$ cat config.mk
export PLATFORM = sky130hd
export DESIGN_NAME = mem_bus_arbiter_flat
export DESIGN_NICKNAME = d
export VERILOG_FILES = /design/src/rtl/mem_bus_arbiter_if.sv /design/src/rtl/mem_bus_arbiter.sv /design/src/flat_wrapper.sv
export SDC_FILE = /design/constraint.sdc
export NUM_CORES = 1
export LEC_CHECK = 0
export ABC_AREA = 1
export CAP_MARGIN = 20
export CORE_MARGIN = 5
export CORE_UTILIZATION = 30
export CTS_CLUSTER_DIAMETER = 50
export DETAILED_ROUTE_END_ITERATION = 7
export SYNTH_ARGS = -nofsm -noshare
export SYNTH_HDL_FRONTEND = slang
export SYNTH_SLANG_ARGS = --single-unit
$ cat constraint.sdc
create_clock -name clk -period 4.55 [get_ports clk]
set_clock_uncertainty 0.15 [all_clocks]
set_input_delay 0.91 -clock clk [delete_from_list [all_inputs] [get_ports clk]]
set_output_delay 0.91 -clock clk [all_outputs]
set_load 0.005 [all_outputs]
$ cat src/rtl/mem_bus_arbiter_if.sv
// mem_bus_arbiter_if: requester handshakes and decoder-side bus of the two-port memory arbiter.
interface mem_bus_arbiter_if;
  logic req0, we0, gnt0, done0;
  logic req1, we1, gnt1, done1;
  logic busy, busWriteEnable;
  logic [7:0] addr0, wdata0, addr1, wdata1;
  logic [7:0] rdata, busAddress, busWriteData, busReadData;
  modport master (
    output req0, we0, addr0, wdata0, req1, we1, addr1, wdata1, busReadData,
    input gnt0, done0, gnt1, done1, rdata, busAddress, busWriteEnable, busWriteData, busy
  );
  modport slave (
    input req0, we0, addr0, wdata0, req1, we1, addr1, wdata1, busReadData,
    output gnt0, done0, gnt1, done1, rdata, busAddress, busWriteEnable, busWriteData, busy
  );
endinterface

$ cat src/rtl/mem_bus_arbiter.sv
// mem_bus_arbiter: round-robin two-port arbiter running fixed-length registered accesses on the decoder bus.
module mem_bus_arbiter #(
  parameter int WAIT_CYCLES = 2
) (
  input logic clk,
  input logic rst_n,
  mem_bus_arbiter_if.slave bus
);
  typedef enum logic [1:0] {IDLE, ACCESS, DONE} stateT;
  stateT state, nState;
  logic owner, nOwner, lastGrant, nLastGrant, lWe, nWe;
  logic [3:0] cnt, nCnt;
  logic [7:0] lAddr, nAddr, lWdata, nWdata, nRdata, nBusAddress, nBusWriteData;
  logic nGnt0, nGnt1, nDone0, nDone1, nBusy, nBusWriteEnable;
  logic elig0, elig1, grant, win;
  always_comb begin
    // the requester completing in DONE is excluded so the other side gets a back-to-back turn
    elig0 = bus.req0 && !(state == DONE && !owner);
    elig1 = bus.req1 && !(state == DONE && owner);
    grant = state != ACCESS && (elig0 || elig1);
    win = (elig0 && elig1) ? !lastGrant : elig1;
    nState = state;
    nOwner = owner;
    nLastGrant = lastGrant;
    nCnt = cnt;
    nWe = lWe;
    nAddr = lAddr;
    nWdata = lWdata;
    nRdata = bus.rdata;
    nGnt0 = 1'b0;
    nGnt1 = 1'b0;
    nDone0 = 1'b0;
    nDone1 = 1'b0;
    nBusy = 1'b0;
    nBusAddress = 8'h00;
    nBusWriteEnable = 1'b0;
    nBusWriteData = 8'h00;
    if (grant) begin
      nState = ACCESS;
      nOwner = win;
      nLastGrant = win;
      nCnt = 4'(WAIT_CYCLES - 1);
      nWe = win ? bus.we1 : bus.we0;
      nAddr = win ? bus.addr1 : bus.addr0;
      nWdata = win ? bus.wdata1 : bus.wdata0;
      nGnt0 = !win;
      nGnt1 = win;
      nBusy = 1'b1;
      nBusAddress = nAddr;
      nBusWriteEnable = nWe;
      nBusWriteData = nWdata;
    end else if (state == ACCESS) begin
      if (cnt == 4'd0) begin
        nState = DONE;
        nRdata = lWe ? bus.rdata : bus.busReadData;
        nDone0 = !owner;
        nDone1 = owner;
      end else begin
        nCnt = cnt - 4'd1;
        nGnt0 = !owner;
        nGnt1 = owner;
        nBusy = 1'b1;
        nBusAddress = lAddr;
        nBusWriteData = lWdata;
      end
    end else begin
      nState = IDLE;
    end
  end
  always_ff @(posedge clk) begin
    if (!rst_n) begin
      state <= IDLE;
      owner <= 1'b0;
      lastGrant <= 1'b1;
      cnt <= 4'd0;
      lWe <= 1'b0;
      lAddr <= 8'h00;
      lWdata <= 8'h00;
      bus.rdata <= 8'h00;
      bus.gnt0 <= 1'b0;
      bus.gnt1 <= 1'b0;
      bus.done0 <= 1'b0;
      bus.done1 <= 1'b0;
      bus.busy <= 1'b0;
      bus.busAddress <= 8'h00;
      bus.busWriteEnable <= 1'b0;
      bus.busWriteData <= 8'h00;
    end else begin
      state <= nState;
      owner <= nOwner;
      lastGrant <= nLastGrant;
      cnt <= nCnt;
      lWe <= nWe;
      lAddr <= nAddr;
      lWdata <= nWdata;
      bus.rdata <= nRdata;
      bus.gnt0 <= nGnt0;
      bus.gnt1 <= nGnt1;
      bus.done0 <= nDone0;
      bus.done1 <= nDone1;
      bus.busy <= nBusy;
      bus.busAddress <= nBusAddress;
      bus.busWriteEnable <= nBusWriteEnable;
      bus.busWriteData <= nBusWriteData;
    end
  end
endmodule

$ cat src/flat_wrapper.sv
// flat-port wrapper written by rule: the top's interface ports become plain ports
module mem_bus_arbiter_flat 
#(
  parameter int WAIT_CYCLES = 2
)
  (clk, rst_n, bus_req0, bus_we0, bus_addr0, bus_wdata0, bus_req1, bus_we1, bus_addr1, bus_wdata1, bus_busReadData, bus_gnt0, bus_done0, bus_gnt1, bus_done1, bus_rdata, bus_busAddress, bus_busWriteEnable, bus_busWriteData, bus_busy);
  mem_bus_arbiter_if bus_i ();
  input logic clk;
  input logic rst_n;
  input wire logic [$bits(bus_i.req0)-1:0] bus_req0;
  input wire logic [$bits(bus_i.we0)-1:0] bus_we0;
  input wire logic [$bits(bus_i.addr0)-1:0] bus_addr0;
  input wire logic [$bits(bus_i.wdata0)-1:0] bus_wdata0;
  input wire logic [$bits(bus_i.req1)-1:0] bus_req1;
  input wire logic [$bits(bus_i.we1)-1:0] bus_we1;
  input wire logic [$bits(bus_i.addr1)-1:0] bus_addr1;
  input wire logic [$bits(bus_i.wdata1)-1:0] bus_wdata1;
  input wire logic [$bits(bus_i.busReadData)-1:0] bus_busReadData;
  output wire logic [$bits(bus_i.gnt0)-1:0] bus_gnt0;
  output wire logic [$bits(bus_i.done0)-1:0] bus_done0;
  output wire logic [$bits(bus_i.gnt1)-1:0] bus_gnt1;
  output wire logic [$bits(bus_i.done1)-1:0] bus_done1;
  output wire logic [$bits(bus_i.rdata)-1:0] bus_rdata;
  output wire logic [$bits(bus_i.busAddress)-1:0] bus_busAddress;
  output wire logic [$bits(bus_i.busWriteEnable)-1:0] bus_busWriteEnable;
  output wire logic [$bits(bus_i.busWriteData)-1:0] bus_busWriteData;
  output wire logic [$bits(bus_i.busy)-1:0] bus_busy;
  assign bus_i.req0 = bus_req0;
  assign bus_i.we0 = bus_we0;
  assign bus_i.addr0 = bus_addr0;
  assign bus_i.wdata0 = bus_wdata0;
  assign bus_i.req1 = bus_req1;
  assign bus_i.we1 = bus_we1;
  assign bus_i.addr1 = bus_addr1;
  assign bus_i.wdata1 = bus_wdata1;
  assign bus_i.busReadData = bus_busReadData;
  assign bus_gnt0 = bus_i.gnt0;
  assign bus_done0 = bus_i.done0;
  assign bus_gnt1 = bus_i.gnt1;
  assign bus_done1 = bus_i.done1;
  assign bus_rdata = bus_i.rdata;
  assign bus_busAddress = bus_i.busAddress;
  assign bus_busWriteEnable = bus_i.busWriteEnable;
  assign bus_busWriteData = bus_i.busWriteData;
  assign bus_busy = bus_i.busy;
  mem_bus_arbiter #(.WAIT_CYCLES(WAIT_CYCLES)) u_core (.clk(clk), .rst_n(rst_n), .bus(bus_i));
endmodule
Yosys cells after proc, flatten, opt, wreduce, memory -nomap -nowiden
Cells that the tools add are included.
- reduce and logical (&&, ||, !) cells: 21
- multiplexer cells: 25
- add/sub/neg operators: 1
- bitwise gates (word level): 5
- equality and inequality tests: 5
- operators with widths (cell ; count):
    $mux W8 ; 8
    $mux W1 ; 17
    $logic_and A1 B1 Y1 ; 6
    $reduce_and A2 Y1 ; 3
    $logic_not A1 Y1 ; 5
    $not A1 Y1 ; 5
    $logic_not A4 Y1 ; 1
    $ne A2 B1 Y1 const B ; 2
    $reduce_and A4 Y1 ; 1
    $reduce_or A4 Y1 ; 1
    $sub A4 B1 Y4 const B ; 1
    $ne A3 B2 Y1 const B ; 1
    $reduce_or A3 Y1 ; 1
    $eq A2 B1 Y1 const B ; 1
    $eq A2 B2 Y1 const B ; 1
    $reduce_bool A2 Y1 ; 1
    $reduce_or A2 Y1 ; 1
    $logic_or A1 B1 Y1 ; 1
- output and inout bits: 30
- word-level logic and storage cells: 75
- register bits after elaboration: 55

Logic depth before layout (Yosys ltp)
Gate-level depths: netlist of the first run.
- depth after elaboration: 8
- mapped depth: 10

Worst setup path before layout of the first run
OpenSTA, ideal clock, no wires.
- path type: in2reg
- from: input port rst_n
- to: register u_core.bus.busAddress[0]
- path buffers: 2
- stages on the path: 6
- data arrival time: 1.602 ns
- path slack: 2.739 ns
- path through: buf_2 -> inv_2 -> nor2_4 -> buf_4 -> nand2_1 -> nand2_1
- RTL lines (what ; line ; source):
    from (decl) ; flat_wrapper.sv:9 ; input logic rst_n;
    to (signal assigned) ; mem_bus_arbiter.sv:102 ; bus.busAddress <= nBusAddress;
    to (decl) ; mem_bus_arbiter_if.sv:14 ; output gnt0, done0, gnt1, done1, rdata, busAddress, busWriteEnable, busWriteData, busy

Worst setup path in the final report of the first run
- from: input port bus_req0
- to: register u_core.lAddr[7]
- longest elaborated chain between the ends: 4
- elaborated cells between the ends (all ways): 6
- classes of those cells: 2 x mux; 4 x reduce/logical
- ends and longest elaborated chain (what ; line ; source):
    from (decl) ; flat_wrapper.sv:10 ; input wire logic [$bits(bus_i.req0)-1:0] bus_req0;
    $logic_and A1 B1 Y1 * ; mem_bus_arbiter.sv:18 ; elig0 = bus.req0 && !(state == DONE && !owner);
    $logic_and A1 B1 Y1 ; mem_bus_arbiter.sv:21 ; win = (elig0 && elig1) ? !lastGrant : elig1;
    $mux W1 ; mem_bus_arbiter.sv:21 ;
    $mux W8 ; mem_bus_arbiter.sv:44 ; nAddr = win ? bus.addr1 : bus.addr0;
    to (signal assigned) ; mem_bus_arbiter.sv:94 ; lAddr <= nAddr;
    to (decl) ; mem_bus_arbiter.sv:13 ; logic [7:0] lAddr, nAddr, lWdata, nWdata, nRdata, nBusAddress, nBusWriteData;
Every way passes the cells marked *; elsewhere a longest branch is shown, timed or not.
A chain may end at the register's enable or synchronous reset.

==> results of run 1 <==
[sequential cells by signal, summed over array words and instances (netlist names)]
signal / cells
u_core.bus.busAddress: 8
u_core.bus.busWriteData: 8
u_core.bus.rdata: 8
u_core.lAddr: 8
u_core.lWdata: 8
u_core.cnt: 4
u_core.state: 2
u_core.bus.busWriteEnable: 1
u_core.bus.busy: 1
u_core.bus.done0: 1
u_core.bus.done1: 1
u_core.bus.gnt0: 1
u_core.bus.gnt1: 1
u_core.lWe: 1
u_core.lastGrant: 1
u_core.owner: 1
[layer usage]
layer  vias to the layer above  part of all wire, %  GRT usage (%)
met2                        43                   48           19.4
met1                       889                   46           15.6
li1                       1051                    -              -
met3                         8                  4.7           3.05
met5                         -                    0              0
met4                         0                  1.8           5.45
[cells by family (layout without fill, tap and decap cells)]
group | Yosys count | count (layout)
fa+ha+maj | 1 | 1
flops | 55 | 55
simple gates | 180 | 180
buf+inv | 32 | 106
compound gates | 19 | 19
[metrics by stage]
| step | power [W] | cells | area [sq um] | hold slack (ns) |
|---|---|---|---|---|
| after global placement | 0.000816 | 452 | 3010 | 0.285 |
| after detailed placement | 0.000818 | 452 | 3010 | 0.287 |
| final | 0.00109 | 460 | 3110 | 0.305 |
| after CTS | 0.00111 | 460 | 3110 | 0.308 |
| after floorplan | 0.000704 | 287 | 2200 | 0.276 |
| after global routing | 0.00116 | 460 | 3110 | 0.325 |
[worst reg2reg max path, cell delays in order (launching register included)]
cell and delay, ns:
dfxtp_1 0.41, inv_2 0.08, nand3_2 0.10, nand3_2 0.29, nand2_2 0.45, inv_1 0.15, nand2_1 0.08, nand3_1 0.08
nand2_1 0.08
[cells in the final DEF, fill, tap and decap left out, drive strengths merged]
master	Yosys	routed
nand2	124	124
clkdlybuf4s50	0	75
dfxtp	55	55
nand3	45	45
inv	21	21
a21oi	11	11
o21ai	7	7
nor2	7	7
clkbuf	0	6
nor3	2	2
clkinv	1	2
or2	1	1
nand4	1	1
a31oi	1	1
ha	1	1
clkinvlp	0	1
buf	10	1
[power by group]
group / switching (W) / internal [W] / leakage (nW)
logic: 0.000128 / 0.000120 / 0.889
registers: 0.0000229 / 0.000534 / 0.452
clock network: 0.000159 / 0.000124 / 0.0474
[how the worst max path moves through the flow]
stage / slack (ns) / startpoint / to
3_5_place_dp: 1.69 / bus_req0 / u_core.bus.gnt1
5_1_grt: 1.93 / bus_req0 / u_core.bus.gnt1
2_1_floorplan: 2.74 / rst_n / u_core.bus.busAddress[0]
6_report: 2.04 / bus_req0 / u_core.lAddr[7]
4_1_cts: 2.03 / bus_req0 / u_core.lAddr[7]
3_3_place_gp: 1.73 / bus_req0 / u_core.owner
[final cells by class]
type | instances | share of cell area, %
Multi-Input combinational cell | 200 | 30.2
Sequential cell | 55 | 35.5
Timing Repair Buffer | 76 | 24.4
Clock buffer | 6 | 2.66
Inverter | 22 | 2.74
Tap cell | 99 | 3.99
Clock inverter | 2 | 0.524
==> summary.txt, run 1 <==
Final layout
  – Finished Core Util: 43.0%
  – Area of the multi-input gates: 938 sq um
  – Layout cells sized above 1: 9.14%
  – Nets: 407
  – FF/Latch Area: 1100 sq um
  – Syn-to-layout area delta: 40.9%
  – Filler cells: 769
  – Ant. Diodes: 0

Placement
  – Number of port buffers: 75
  – Post-placement setup slack: 1.69 ns
  – Post-DP HPWL: 4030 um
  – GPL Wtd Cong: 0.732

Yosys
  – Top_reg_cell synth: dfxtp_1
  – Syn Std Cell Area: 2200 sq um
  – Post-synthesis simple-gate area fraction: 37.6%
  – Syn_nets: 334
  – Most used standard cell by instance count after synthesis: nand2_1
  – Area share of the largest cell type after synthesis: 50.0%
  – Post-Synth Adder-Cell Area: 0.568%
  – Synth cell count leaders: nand2_1, dfxtp_1, nand3_1
  – Top post-synthesis cells by area: dfxtp_1, nand2_1, nand3_1
  – Compound-Gate Fraction of Synth Area: 4.37%
  – Proportion of synthesized area in mux cells: 0%
  – Mapped Cells: 287
  – Yosys warnings: 0
  – Post-synthesis xor/xnor area fraction: 0%
  – Combinational family with the most area after synthesis: simple AND/OR/NAND/NOR gates
  – Area leader, netlist: dfxtp_1
  – Synth cell types: 25
  – Number of synthesized register bits: 55
  – Post-synth EDFFs: 0
  – Sequential fraction of the synthesis area: 50.0%
  – Avg Synthesized Cell Area: 7.68 sq um
  – Async SR Flop Fraction: 0%

Clock tree
  – Skew-Pair Late Insertion Delay: 0.31 ns
  – Clk sinks: 55
  – Root Buffer: clkbuf_8
  – CTS tree: yes
  – CTS H-tree lvls: 2
  – TritonCTS Buffers: 5
  – Postcts setup bufs: 0
  – Clk slew on worst S/H paths: 0.09 ns
  – Clock tree buffer depth: 2
  – Hold Buf Count CTS: 0
  – CTS resizes: 0

STA
  – Worst setup slack after layout: 2.04 ns
  – Total negative slack: 0 ns
  – Final Max Slew Viols: 0
  – Fmax: 399 MHz
  – Least-Margin Pin Slew: 0.418 ns
  – Crit path time final: 2.51 ns
  – RSZ-0062 raised after global routing: no
  – Final period util: 55.1%
  – Worst relative slew slack: 72.1%
  – Final Setup Violations: 0
  – Final Hold Viols: 0

Global route
  – Antenna violations before repair: 0
  – Largest net degree at the start of global routing: 22
  – Number of global-route vias before repair: 1,882
  – First-pass GRT wire length: 8690 um
  – Total track usage: 12.2%
  – Total grt overflow: 0

Worst setup path
  – Terminus of the critical flop-to-flop path: u_core.lAddr[7]
  – Critical path cell sequence: clkdlybuf4s50_1 -> nand3_2 -> nand2_2 -> inv_1 -> nand2_1 -> nand3_1 -> nand2_1
  – Slowest CP cell: clkdlybuf4s50_1
  – R2R depth: 8
  – CP required: 4.65 ns
  – Crit-path max cell delay: 0.54 ns
  – CP Class: in2reg
  – Setup crit end kind: register
  – Critical path depth: 7
  – Worst-path fanout max: 21
  – Critical path's most frequent cell: nand2_1
  – Crit start category: input port
  – Crit-path leading delay family: simple AND/OR/NAND/NOR gates
  – R2r setup slk: 2.63 ns
  – Crit path DAT: 2.61 ns
  – CP Buf/Inv Count: 2
  – Reg-to-Reg Start: u_core.owner

Drt
  – Via density: 4.33
  – Final wirelength: 5480 um
  – Vias: 1,991
  – Pre-antenna DRT Iters: 4
  – Detailed-route DRC error count: 0
  – Detail Route Antenna Nets: 0
  – 1st-iter DRT viols: 85
  – Avg WL per Cell: 11.9 um

Min path
  – Critical hold path startpoint: u_core.lWdata[6]
  – Hold Crit Class: reg2reg
  – Min-Delay Path Depth: 2
  – Hold endpoint: u_core.lWdata[6]

Floorplanning
  – Die X: 95.7 um
  – Die ar.: 9160 sq um
  – Initial Utilization: 30.5%
  – Io pins: 76
  – Site Rows: 31
  – DIE HEIGHT: 95.7 um
  – Core box area: 7210 sq um

Pwr
  – Worst VDD drop: 140 uV
  – Pwr Density: 350 nW/um^2
  – Leakage power: 1.39 nW

Outcome
  – Status: finished clean

Job
  – Maxcap violations: 0
No activity file was read; power rests on OpenSTA's default activity.
==> run 2: changes to the inputs <==
- clock period: 4.55 -> 2.6 ns (I/O delays scaled with it)
==> summary.txt, run 2 (synthesis results as in run 1) <==
STA
  – Final Hold Viols: 0 (unchanged)
  – Fmax: 548 MHz
  – Crit path time final: 1.83 ns
  – Least-Margin Pin Slew: 0.410 ns (was 0.418 ns)
  – Final Max Slew Viols: 0 (unchanged)
  – Total negative slack: 0 ns (unchanged)
  – Worst setup slack after layout: 0.774 ns (was 2.04 ns)
  – RSZ-0062 raised after global routing: no (unchanged)
  – Final Setup Violations: 0 (unchanged)
  – Final period util: 70.2%
  – Worst relative slew slack: 72.6% (was 72.1%)

Worst setup path
  – CP endpoint: bus_rdata[6] (was u_core.lAddr[7])
  – CP required: 1.93 ns (was 4.65 ns)
  – Worst-path fanout max: 2 (was 21)
  – Crit start category: register (was input port)
  – Crit path DAT: 1.16 ns (was 2.61 ns)
  – Critical path cell sequence: clkdlybuf4s50_1 (was clkdlybuf4s50_1 -> nand3_2 -> nand2_2 -> inv_1 -> nand2_1 -> nand3_1 -> nand2_1)
  – Reg-to-Reg Start: u_core.cnt[0] (was u_core.owner)
  – Crit-path max cell delay: 0.51 ns (was 0.54 ns)
  – Crit path from: u_core.bus.rdata[6] (was bus_req0)
  – R2r setup slk: 0.92 ns (was 2.63 ns)
  – Critical path depth: 1 (was 7)
  – CP Class: reg2out (was in2reg)
  – Slowest CP cell: clkdlybuf4s50_1 (unchanged)
  – CP Buf/Inv Count: 1 (was 2)
  – R2R depth: 7 (was 8)
  – Setup crit end kind: primary output (was register)
  – Crit-path leading delay family: buffers and inverters (was simple AND/OR/NAND/NOR gates)
  – Terminus of the critical flop-to-flop path: u_core.bus.rdata[2] (was u_core.lAddr[7])

Placement
  – GPL Wtd Cong: 0.731 (was 0.732)
  – Post-DP HPWL: 4100 um (was 4030 um)
  – Placed cell areas: 3030 sq um (was 3010 sq um)
  – Post-placement setup slack: 0.483 ns (was 1.69 ns)
  – Number of port buffers: 75 (unchanged)

Global route
  – Top Usage Layer GRT: met2 (unchanged)
  – First-pass GRT wire length: 8860 um (was 8690 um)
  – M2 GR Usage: 20.2% (was 19.4%)
  – Total track usage: 12.4% (was 12.2%)
  – GR Layer Usage met3: 3.05% (unchanged)
  – Antenna violations before repair: 0 (unchanged)
  – Met1 usage: 15.9% (was 15.6%)
  – Number of global-route vias before repair: 1,942 (was 1,882)
  – Largest net degree at the start of global routing: 22 (unchanged)
  – Total grt overflow: 0 (unchanged)

Final layout
  – Layout cells sized above 1: 9.62% (was 9.14%)
  – Non-Filler Cell Area, Final: 3160 sq um (was 3110 sq um)
  – Most frequent cells in the layout: nand2_1, clkdlybuf4s50_1, dfxtp_1 (unchanged)
  – Nets: 410 (was 407)
  – Filler cells: 743 (was 769)
  – Ant. Diodes: 0 (unchanged)
  – Commonest non-fill, non-tap cell in the layout: nand2_1 (unchanged)
  – Syn-to-layout area delta: 43.5% (was 40.9%)

Clock tree
  – Hold Buf Count CTS: 0 (unchanged)
  – Clk sinks: 55 (unchanged)
  – CTS H-tree lvls: 2 (unchanged)
  – CTS tree: yes (unchanged)
  – Skew-Pair Late Insertion Delay: 0.31 ns (about the same)
  – Root Buffer: clkbuf_8 (unchanged)
  – TritonCTS Buffers: 5 (unchanged)
  – Clk slew on worst S/H paths: 0.10 ns (was 0.09 ns)
  – CTS resizes: 0 (unchanged)
  – Clock tree buffer depth: 2 (unchanged)
  – Postcts setup bufs: 0 (unchanged)

Pwr
  – Post-layout power: 0.00207 W (was 0.00109 W)
  – Worst VDD drop: 233 uV (was 140 uV)
  – Leakage power: 1.42 nW (was 1.39 nW)
  – Pwr Density: 655 nW/um^2 (was 350 nW/um^2)

Drt
  – Pre-antenna DRT Iters: 4 (unchanged)
  – 1st-iter DRT viols: 103 (was 85)
  – Detail Route Antenna Nets: 0 (unchanged)
  – Avg WL per Cell: 11.9 um (about the same)
  – Final wirelength: 5510 um (was 5480 um)
  – Via density: 4.31 (was 4.33)
  – Detailed-route DRC error count: 0 (unchanged)
  – Vias: 1,995 (was 1,991)

Floorplanning
  – DIE HEIGHT: 95.7 um (unchanged)
  – Site Rows: 31 (unchanged)
  – Core box area: 7210 sq um (unchanged)
  – Die ar.: 9160 sq um (unchanged)
  – Initial Utilization: 30.5% (unchanged)
  – Io pins: 76 (unchanged)
  – Die X: 95.7 um (unchanged)

Job
  – Maxcap violations: 0 (unchanged)

Outcome
  – Status: finished clean (unchanged)

Min path
  – Hold Crit Class: reg2reg (unchanged)
run 2: cell count changes in the layout (fill, tap and decap cells not counted):
cell,change
clkbuf_1,+1
clkbuf_8,-1
buf_4,+3
bufinv_16,+2
clkinv_4,-1
clkinvlp_4,-1
run 2: metal layers:
layer  share of wire, %  wire (um)
met2                 47       2590
met3                4.7        258
met1                 47       2570
met5                  0          0
met4                1.6         88
run 2: worst min-delay path by stage:
stage                                 from                  endpoint  slack, ns  depth (start not counted)
after floorplan            u_core.lAddr[4]  u_core.bus.busAddress[4]       0.28                          2
after global placement     u_core.lAddr[5]  u_core.bus.busAddress[5]       0.28                          2
after detailed placement   u_core.lAddr[6]  u_core.bus.busAddress[6]       0.28                          2
after CTS                  u_core.lAddr[6]  u_core.bus.busAddress[6]       0.30                          2
after global routing      u_core.lWdata[5]          u_core.lWdata[5]       0.33                          2
final                      u_core.lAddr[3]  u_core.bus.busAddress[3]       0.30                          2
run 2: power breakdown:
part           total (W)  switching, W  internal [W]
Clock           0.000653      0.000269      0.000385
Sequential      0.000972     0.0000382      0.000934
Combinational   0.000444      0.000230      0.000215
run 2: cell type report:
cell class / instances / area, sq um / share of cell area, %
inverters: 22 / 85.1 / 2.69
clock buffers: 6 / 72.6 / 2.30
repair buffers: 79 / 781 / 24.7
clock inverters: 2 / 60.1 / 1.90
multi-input cells: 200 / 938 / 29.7
flip-flops and latches: 55 / 1100 / 34.8
well taps: 99 / 124 / 3.92
run 2: worst reg2reg max path, delay by kind of cell, from the launching register on:
kind	cells	cell delay, ns
AOI/OAI and AO/OA	1	0.06
buffers and inverters	1	0.11
and+or+nand+nor	4	0.69
DFF	1	0.32
adders and majority gates	1	0.22
run 2: per-stage QoR:
stage | instances | util (%) | hold slack, ns
2_1_floorplan | 287 | - | 0.276
3_3_place_gp | 455 | 42.0 | 0.284
3_5_place_dp | 455 | 42.0 | 0.285
4_1_cts | 463 | 43.8 | 0.302
5_1_grt | 463 | 43.8 | 0.328
6_report | 463 | 43.8 | 0.304
